## config.mk

```make
export PLATFORM = sky130hd
export DESIGN_NAME = mac_vector_sequencer
export DESIGN_NICKNAME = d
export VERILOG_FILES = /design/src/rtl/mac_pkg.sv /design/src/rtl/mac_seq_fifo.sv /design/src/rtl/mac_vector_sequencer.sv
export SDC_FILE = /design/constraint.sdc
export NUM_CORES = 1
export LEC_CHECK = 0
export CAP_MARGIN = 5
export CORE_ASPECT_RATIO = 0.7
export CORE_MARGIN = 3
export CORE_UTILIZATION = 63
export DETAILED_ROUTE_END_ITERATION = 12
export PLACE_DENSITY = 0.95
export REMOVE_ABC_BUFFERS = 1
export SLEW_MARGIN = 20
export SYNTH_ARGS = -nofsm -noshare
export SYNTH_HDL_FRONTEND = slang
export SYNTH_SLANG_ARGS = --single-unit
export TNS_END_PERCENT = 10
```

## constraint.sdc

```tcl
create_clock -name clk -period 7.6 [get_ports clk]
set_input_delay 1.14 -clock clk [delete_from_list [all_inputs] [get_ports clk]]
set_output_delay 1.14 -clock clk [all_outputs]
set_load 0.03 [all_outputs]
```

## src/rtl/mac_pkg.sv

```systemverilog
// Shared types and defaults for the MAC vector sequencer.
package mac_pkg;
  localparam int DEF_DEPTH    = 16;
  localparam int DEF_DATA_W   = 8;
  localparam int DEF_ACC_W    = 16;
  localparam int DEF_PIPE_LAT = 4;

  typedef enum logic [2:0] {IDLE, CLEAR, STREAM, DRAIN, OUT} seq_state_t;

  typedef struct packed {
    logic [DEF_DATA_W-1:0] weight;
    logic [DEF_DATA_W-1:0] act;
    logic                  last;
  } pair_t;

  function automatic logic [7:0] sat_inc8(input logic [7:0] v);
    return (v == 8'hFF) ? v : v + 8'd1;
  endfunction
endpackage

```

## src/rtl/mac_seq_fifo.sv

```systemverilog
// Synchronous FIFO of operand pairs; pointers carry an extra wrap bit to tell full from empty.
module mac_seq_fifo
  import mac_pkg::*;
#(
  parameter int DEPTH = DEF_DEPTH
) (
  input  logic  clk,
  input  logic  reset,
  input  logic  i_push,
  input  pair_t i_data,
  input  logic  i_pop,
  output pair_t o_data,
  output logic  o_full,
  output logic  o_empty
);
  localparam int AW = $clog2(DEPTH);

  pair_t      r_mem [DEPTH];
  logic [AW:0] r_wptr, r_rptr;
  logic       w_push, w_pop;

  assign o_empty = (r_wptr == r_rptr);
  assign o_full  = (r_wptr[AW] != r_rptr[AW]) && (r_wptr[AW-1:0] == r_rptr[AW-1:0]);
  assign w_push  = i_push && !o_full;
  assign w_pop   = i_pop && !o_empty;
  assign o_data  = r_mem[r_rptr[AW-1:0]];

  always_ff @(posedge clk or posedge reset) begin
    if (reset) begin
      r_wptr <= '0;
      r_rptr <= '0;
    end else begin
      if (w_push) r_wptr <= r_wptr + 1'b1;
      if (w_pop)  r_rptr <= r_rptr + 1'b1;
    end
  end

  always_ff @(posedge clk) begin
    if (w_push) r_mem[r_wptr[AW-1:0]] <= i_data;
  end
endmodule

```

## src/rtl/mac_vector_sequencer.sv

```systemverilog
// Streams buffered weight/activation pairs into a pipelined MAC and returns the dot product.
// Optional MAC_SEQ_ZSKIP_EN: pairs with weight 0 are sent as all-zero so they contribute nothing.
module mac_vector_sequencer
  import mac_pkg::*;
#(
  parameter int DEPTH    = DEF_DEPTH,
  parameter int DATA_W   = DEF_DATA_W,
  parameter int ACC_W    = DEF_ACC_W,
  parameter int PIPE_LAT = DEF_PIPE_LAT
) (
  input  logic              clk,
  input  logic              reset,
  input  logic              in_valid,
  output logic              in_ready,
  input  logic [DATA_W-1:0] in_weight,
  input  logic [DATA_W-1:0] in_act,
  input  logic              in_last,
  output logic [DATA_W-1:0] mac_weight,
  output logic [DATA_W-1:0] mac_act,
  output logic              mac_rst,
  input  logic [ACC_W-1:0]  mac_result,
  output logic              out_valid,
  input  logic              out_ready,
  output logic [ACC_W-1:0]  out_result,
  output logic [7:0]        out_count
);
  localparam int CW = $clog2(PIPE_LAT + 1);

  seq_state_t        r_state;
  logic [CW-1:0]     r_drain;
  logic [DATA_W-1:0] r_mac_weight, r_mac_act;
  logic              r_mac_rst, r_mac_last, r_out_valid;
  logic [ACC_W-1:0]  r_out_result;
  logic [7:0]        r_count;

  pair_t w_wr, w_rd, w_fwd;
  logic  w_full, w_empty, w_push, w_pop;

  assign w_wr     = '{weight: in_weight, act: in_act, last: in_last};
  assign in_ready = !w_full && !reset;
  assign w_push   = in_valid && in_ready;
  // The state tracks what mac_* currently shows, so the pop for the next beat
  // happens in CLEAR (first pair) and in STREAM until the last pair is on the bus.
  assign w_pop    = !w_empty && (r_state == CLEAR || (r_state == STREAM && !r_mac_last));

  mac_seq_fifo #(.DEPTH(DEPTH)) u_fifo (
    .clk     (clk),
    .reset   (reset),
    .i_push  (w_push),
    .i_data  (w_wr),
    .i_pop   (w_pop),
    .o_data  (w_rd),
    .o_full  (w_full),
    .o_empty (w_empty)
  );

  always_comb begin
    w_fwd = w_rd;
`ifdef MAC_SEQ_ZSKIP_EN
    if (w_rd.weight == '0) w_fwd.act = '0;
`endif
  end

  always_ff @(posedge clk or posedge reset) begin
    if (reset) begin
      r_state      <= IDLE;
      r_drain      <= '0;
      r_mac_weight <= '0;
      r_mac_act    <= '0;
      r_mac_rst    <= 1'b0;
      r_mac_last   <= 1'b0;
      r_out_valid  <= 1'b0;
      r_out_result <= '0;
      r_count      <= '0;
    end else begin
      // The MAC has no valid, so every cycle without a pop must present zeros.
      r_mac_rst    <= 1'b0;
      r_mac_weight <= '0;
      r_mac_act    <= '0;
      r_mac_last   <= 1'b0;
      if (w_pop) begin
        r_mac_weight <= w_fwd.weight;
        r_mac_act    <= w_fwd.act;
        r_mac_last   <= w_fwd.last;
        r_count      <= sat_inc8(r_count);
      end
      case (r_state)
        IDLE: if (!w_empty) begin
          r_state   <= CLEAR;
          r_mac_rst <= 1'b1;
          r_count   <= '0;
        end
        CLEAR: r_state <= STREAM;
        STREAM: if (r_mac_last) begin
          r_state <= DRAIN;
          r_drain <= CW'(PIPE_LAT - 1);
        end
        DRAIN: if (r_drain == '0) begin
          r_state      <= OUT;
          r_out_result <= mac_result;
          r_out_valid  <= 1'b1;
        end else begin
          r_drain <= r_drain - 1'b1;
        end
        OUT: if (out_ready) begin
          r_state     <= IDLE;
          r_out_valid <= 1'b0;
        end
        default: r_state <= IDLE;
      endcase
    end
  end

  assign mac_weight = r_mac_weight;
  assign mac_act    = r_mac_act;
  assign mac_rst    = r_mac_rst;
  assign out_valid  = r_out_valid;
  assign out_result = r_out_result;
  assign out_count  = r_count;
endmodule

```

# Yosys cells after proc, flatten, opt, wreduce, memory -nomap -nowiden
# Memory sizes are Yosys's and may differ from the RTL's.
# Cells that the tools add are included.
[classes]
add_sub_neg = 4
eq_ne = 13
mux = 21
n_reduce_logical = 20
[ops]
columns = ["operator", "count"]
rows = [
  ["8-bit 2-to-1 mux", 6],
  ["3-bit 2-to-1 mux", 5],
  ["3-bit one-hot mux with 5 select lines", 1],
  ["5-bit by 1-bit adder with 5-bit output, second input constant", 2],
  ["2-bit inequality test, second input constant", 5],
  ["8-bit by 1-bit adder with 8-bit output, second input constant", 1],
  ["8-bit == test, second input constant", 1],
  ["1-bit logical AND", 7],
  ["1-bit 2-to-1 mux", 7],
  ["3-bit by 2-bit == test with 1-bit output, second input constant", 2],
  ["3-bit zero test", 2],
  ["3-bit one-hot mux with 2 select lines", 1],
  ["3-bit AND reduction", 2],
  ["5-bit == test", 1],
  ["4-bit == test", 1],
  ["1-bit zero test", 4],
  ["4-bit AND reduction", 1],
  ["2-bit nonzero test", 2],
  ["3-bit by 1-bit == test with 1-bit output, second input constant", 1],
  ["3-bit == test, second input constant", 1],
  ["3-bit by 1-bit subtractor with 3-bit output, second input constant", 1],
  ["1-bit one-hot mux with 2 select lines", 1],
  ["2-bit AND reduction", 1],
  ["1-bit logical OR", 1],
  ["1-bit inequality test", 1],
]
[totals]
reg_bits = 59
ramBits = 272
in_bits = 37
output_inout_bits = 43
wordCells = 70
n_memories = 1
[mem_list]
columns = ["memory", "depth", "width", "rd", "rd_clocked_by_memory_dff", "wr", "line_no", "text"]
rows = [
  ["u_fifo.r_mem", 16, 17, 1, 0, 1, "mac_seq_fifo.sv:18", "pair_t r_mem [DEPTH];"],
]

# Depth between registers and ports, before layout
[logic_depth]
depth_word = 8
depth_mapped = 7
mapped_depth_nobuf = 6

# By module
# From an unflattened synthesis, not the netlist that was laid out.
[unflattened]
hier_cells = 658
area_unflattened_um2 = 12967.4
[by_module_without_submodules]
columns = ["mod", "instances", "cells_each", "area_per_inst_um2", "seq_area_each_um2"]
rows = [
  ["mac_seq_fifo", 1, 498, 10933.0, 8418.1],
  ["mac_vector_sequencer", 1, 160, 2034.5, 1226.2],
]

# Worst setup path after synthesis
# OpenSTA, ideal clock, no wires.
[synth_timing]
path_type = "input -> register"
from = "input in_valid"
to = "memory u_fifo.r_mem[3][0] in the netlist's numbering, enable pin"
setup_ns = 0.413
t_arrival_ns = 2.757
required_ns = 7.187
slack_ns = 4.430
path_stages = 3
path_buffers = 0
cell_sequence = "nor2b_1 o211ai_2 nor3_1"
[synth_between]
elab_chain_len = 4
[synth_lines]
columns = ["item", "line_no", "text"]
rows = [
  ["from (decl)", "mac_vector_sequencer.sv:13", "input logic in_valid,"],
  ["1-bit logical AND", "mac_vector_sequencer.sv:41", "assign w_push = in_valid && in_ready;"],
  ["1-bit logical AND", "mac_seq_fifo.sv:24", "assign w_push = i_push && !o_full;"],
  ["1-bit 2-to-1 mux", "mac_seq_fifo.sv:39", "if (w_push) r_mem[r_wptr[AW-1:0]] <= i_data;"],
  ["1-bit 2-to-1 mux (implied by the code)", "mac_seq_fifo.sv:39", ""],
  ["to (decl)", "mac_seq_fifo.sv:18", ""],
]
# No other way between the ends.

# Worst setup path in the final report
[layout_timing]
from = "register u_fifo.r_rptr[1]"
to = "output in_ready"
[layout_between]
elab_chain_len = 4
[layout_lines]
columns = ["item", "line_no", "text"]
rows = [
  ["from (decl)", "mac_seq_fifo.sv:19", "logic [AW:0] r_wptr, r_rptr;"],
  ["from (signal assigned)", "mac_seq_fifo.sv:34", "if (w_pop) r_rptr <= r_rptr + 1'b1;"],
  ["4-bit == test", "mac_seq_fifo.sv:23", "assign o_full = (r_wptr[AW] != r_rptr[AW]) && (r_wptr[AW-1:0] == r_rptr[AW-1:0]);"],
  ["1-bit logical AND", "mac_seq_fifo.sv:23", ""],
  ["1-bit zero test", "mac_vector_sequencer.sv:40", "assign in_ready = !w_full && !reset;"],
  ["1-bit logical AND", "mac_vector_sequencer.sv:40", ""],
  ["to (decl)", "mac_vector_sequencer.sv:14", "output logic in_ready,"],
]
# No other way between the ends.

==> impl_summary.log <==
INFO  metric cts-root-buf = sky130_fd_sc_hd__clkbuf_16
INFO  metric cts_tree = done
INFO  metric power.combinational.fraction = 0.332
INFO  metric final_max_slew_viol_count = 0
INFO  metric rows = 43
INFO  metric grtUsageTotal = 0.291
INFO  metric syn-mean-instance-area = 19.8 µm²
INFO  metric antenna_found_initial = 1
INFO  metric gpl.final_weighted_congestion = 0.928
INFO  metric synth_top_cell_by_area = sky130_fd_sc_hd__edfxtp_1
INFO  metric yosys_warnings = 0
INFO  metric p_switching = 1940 µW
INFO  metric global_route_wire_length_before_repair = 47300 µm
INFO  metric synthArstFlopShare = 0.178
INFO  metric antenna-diode-count = 0
INFO  metric rrSetupSlack = 4220 ps
INFO  metric routed-via-count = 7206
INFO  metric rsz0062_at_grt = false
INFO  metric drt-total-wl = 31600 µm
INFO  metric grt_overflow = 0
INFO  metric power_density = 383 nW/µm²
INFO  metric synthDistinctLibCells = 58
INFO  metric die-height = 126 µm
INFO  metric worstPathRequired = 6460 ps
INFO  metric p_leak = 0.00504 µW
INFO  metric first_iter_violations = 1331
INFO  metric critical_path.cell_chain = buf_4, xnor2_1, and4_1, a21oi_1, clkdlybuf4s50_1
INFO  metric timing.max_slew.rel_slack = 0.329
INFO  metric delay_of_the_slowest_critical_path_stage = 770 ps
INFO  metric timing.clock.skew = 20.9 ps
INFO  metric hold-worst-slack = 512 ps
INFO  metric total_power = 5720 µW
INFO  metric synth_enable_flop_cells = 272
INFO  metric period_minus_slack = 4270 ps
INFO  metric port_buffers = 79
INFO  metric ys_top_cells_by_count = 272 x sky130_fd_sc_hd__edfxtp_1, 68 x sky130_fd_sc_hd__mux4_2, 59 x sky130_fd_sc_hd__dfrtp_1, 35 x sky130_fd_sc_hd__a22oi_1, 22 x sky130_fd_sc_hd__a21oi_1
INFO  metric ys_seq_elements = 331
INFO  metric design.portCount = 80
INFO  metric power.share.sequential = 0.417
INFO  metric routedWlPerCell = 30.7 µm
INFO  metric drc = 0
INFO  metric synthMostInstantiatedCell = sky130_fd_sc_hd__edfxtp_1
INFO  metric net_switching_share_of_the_total_power = 0.340
INFO  metric clkLatencyLatePin = 550 ps
INFO  metric dr.pass1.iters = 5
INFO  metric detail-route-antenna-nets = 0
INFO  metric cts.hold.buffers_added = 0
INFO  metric cp-start-kind = flop
INFO  metric power.internal = 3780 µW
INFO  metric cts_made_buffers = 29
INFO  metric post_cts_resized = 0
INFO  metric max_cap_viol_count = 0
INFO  metric drt-vias-per-instance = 7.00
INFO  metric core_area = 20000 µm²
INFO  metric share_of_cells_above_drive_strength_1 = 0.195
INFO  metric report.final.hold_viol_count = 0
INFO  metric postSynthCellCount = 656
INFO  metric clk_pin_slew = 70 ps
INFO  metric synth-main-ff-cell = sky130_fd_sc_hd__edfxtp_1
INFO  metric outcome = finished clean
INFO  metric pwr-share-clk = 0.251
INFO  metric min_path_type = reg2reg
INFO  metric via_count_of_the_first_global_routing_pass = 7251
INFO  metric numClockSinks = 331
INFO  metric yosys-top-cells-area = sky130_fd_sc_hd__edfxtp_1 63%, sky130_fd_sc_hd__mux4_2 12%, sky130_fd_sc_hd__dfrtp_1 11%
INFO  metric end_kind = output port
INFO  metric cts_buffer_depth = 3
INFO  metric grt_start_max_net_pins = 73
INFO  metric detailedPlacementHpwl = 18900 µm
INFO  metric area_growth = 15.0%
INFO  metric clock_tree.htree_level_count = 1
INFO  metric setup-violations-final = 0
INFO  metric synth_top_cell_area_share = 0.630
INFO  metric synth-seq-area-share = 0.744
INFO  metric max_freq = 0.234 GHz
INFO  metric timing.setup.critical_path_class = reg2out
INFO  metric setup_total_negative_slack = 0 ps
INFO  metric vdd.ir_drop.worst = 205 µV
INFO  metric syn-cell-area = 13000 µm²
INFO  metric slowest_stage = sky130_fd_sc_hd__buf_4
INFO  metric worst-path-max-fanout = 72
INFO  metric final.period_utilization = 0.562
INFO  metric design.die.area = 22400 µm²
INFO  metric cts_post_setup_buffers_inserted = 0
INFO  metric initial_core_util = 0.648
INFO  metric fin_nets = 782
INFO  metric worst-endpoint-arrival = 3130 ps
INFO  metric die_w = 177 µm
INFO  metric worst_slew_pin_tran = 1010 ps
## kinds of logic after synthesis
logic type / Yosys count / synth area share
AO/OA/AOI/OAI: 96 / 0.0549
XOR/XNOR: 14 / 0.0109
adder cells (fa/ha/maj): 8 / 0.00772
buffers and inverters: 49 / 0.0169
flip-flops: 331 / 0.744
multiplexers: 87 / 0.134
AND/OR/NAND/NOR: 71 / 0.0315
## metal layers
metal / up-vias / global-route usage / routed length (µm)
li1: 2854 / - / -
met1: 3689 / 0.421 / 11400
met2: 570 / 0.455 / 15100
met3: 91 / 0.0796 / 4140
met4: 2 / 0.0665 / 933
met5: - / 0 / 13
## flip-flops by register name, indices dropped and copies added (netlist names), named ones only
name	cells
r_mac_last	1
mac_weight	8
out_valid	1
u_fifo.r_rptr	5
mac_rst	1
r_state	3
u_fifo.r_mem	272
u_fifo.r_wptr	5
mac_act	8
out_count	1
out_result	16
r_drain	3
## power groups by stage
stage	sequential [µW]	clock, µW	combinational, µW
final	2380	1430	1900
after global routing	2410	1510	1990
after CTS	2380	1450	1870
after detailed placement	2410	0	1820
after global placement	2390	0	1750
after floorplan	2610	0	984
## final timing paths
path	startpoint	end	depth (start not counted)
setup / recovery	u_fifo.r_rptr[1]$_DFFE_PP0P_	in_ready	5
hold / removal	out_result[12]$_DFFE_PP0P_	out_result[12]$_DFFE_PP0P_	1
setup reg to reg	u_fifo.r_rptr[1]$_DFFE_PP0P_	u_fifo.r_mem[12][13]$_DFFE_PP_	5
hold reg to reg	out_result[12]$_DFFE_PP0P_	out_result[12]$_DFFE_PP0P_	1
max in group asynchronous	reset	u_fifo.r_rptr[0]$_DFFE_PP0P_	3
min in group asynchronous	reset	async pin	2
## worst max-delay path: cells and delay by family, from the launching register on
| family | cells | cell delay (ps) |
|---|---|---|
| buffers and inverters | 2 | 1460 |
| flip-flops | 1 | 350 |
| AND/OR/NAND/NOR | 1 | 310 |
| XOR/XNOR | 1 | 240 |
| AO/OA/AOI/OAI | 1 | 200 |
## placed cells by master (no fill, tap or decap), types with 5 or more instances in the layout
cell type / netlist / final
sky130_fd_sc_hd__clkdlybuf4s50_1: 0 / 79
sky130_fd_sc_hd__mux2_2: 17 / 17
sky130_fd_sc_hd__o21ai_0: 6 / 6
sky130_fd_sc_hd__mux4_2: 68 / 68
sky130_fd_sc_hd__clkbuf_1: 12 / 9
sky130_fd_sc_hd__and3_1: 17 / 17
sky130_fd_sc_hd__buf_4: 1 / 7
sky130_fd_sc_hd__nand2_1: 5 / 5
sky130_fd_sc_hd__edfxtp_1: 272 / 272
sky130_fd_sc_hd__nor2b_1: 7 / 6
sky130_fd_sc_hd__clkbuf_16: 0 / 29
sky130_fd_sc_hd__a22oi_1: 35 / 35
sky130_fd_sc_hd__inv_1: 12 / 11
sky130_fd_sc_hd__a21oi_1: 22 / 22
sky130_fd_sc_hd__xnor2_1: 12 / 12
sky130_fd_sc_hd__a221o_1: 5 / 5
sky130_fd_sc_hd__ha_1: 8 / 8
sky130_fd_sc_hd__nand3_1: 8 / 8
sky130_fd_sc_hd__nor2_1: 9 / 9
sky130_fd_sc_hd__dfrtp_1: 59 / 57
## area by class of cell
cell class                 instances  area (µm²)
sequential                       331        9650
fill                            1055        5100
multi-input combinational        276        3110
timing repair buffer              86         843
clock buffer                      43         816
tap                              270         338
clock inverter                    10         101
inverter                          13        48.8
## through the flow
step           worst slack [ps]  std cells  instance area [µm²]  utilization
6_report                   3330       1029                14900        0.745
5_1_grt                    3260       1029                14900        0.745
4_1_cts                    3350       1029                14900        0.745
3_5_place_dp               3960        976                14000        0.699
3_3_place_gp               4050        976                14000        0.699
2_1_floorplan              2350        620                12800            -
No activity file was read; power rests on OpenSTA's default activity.
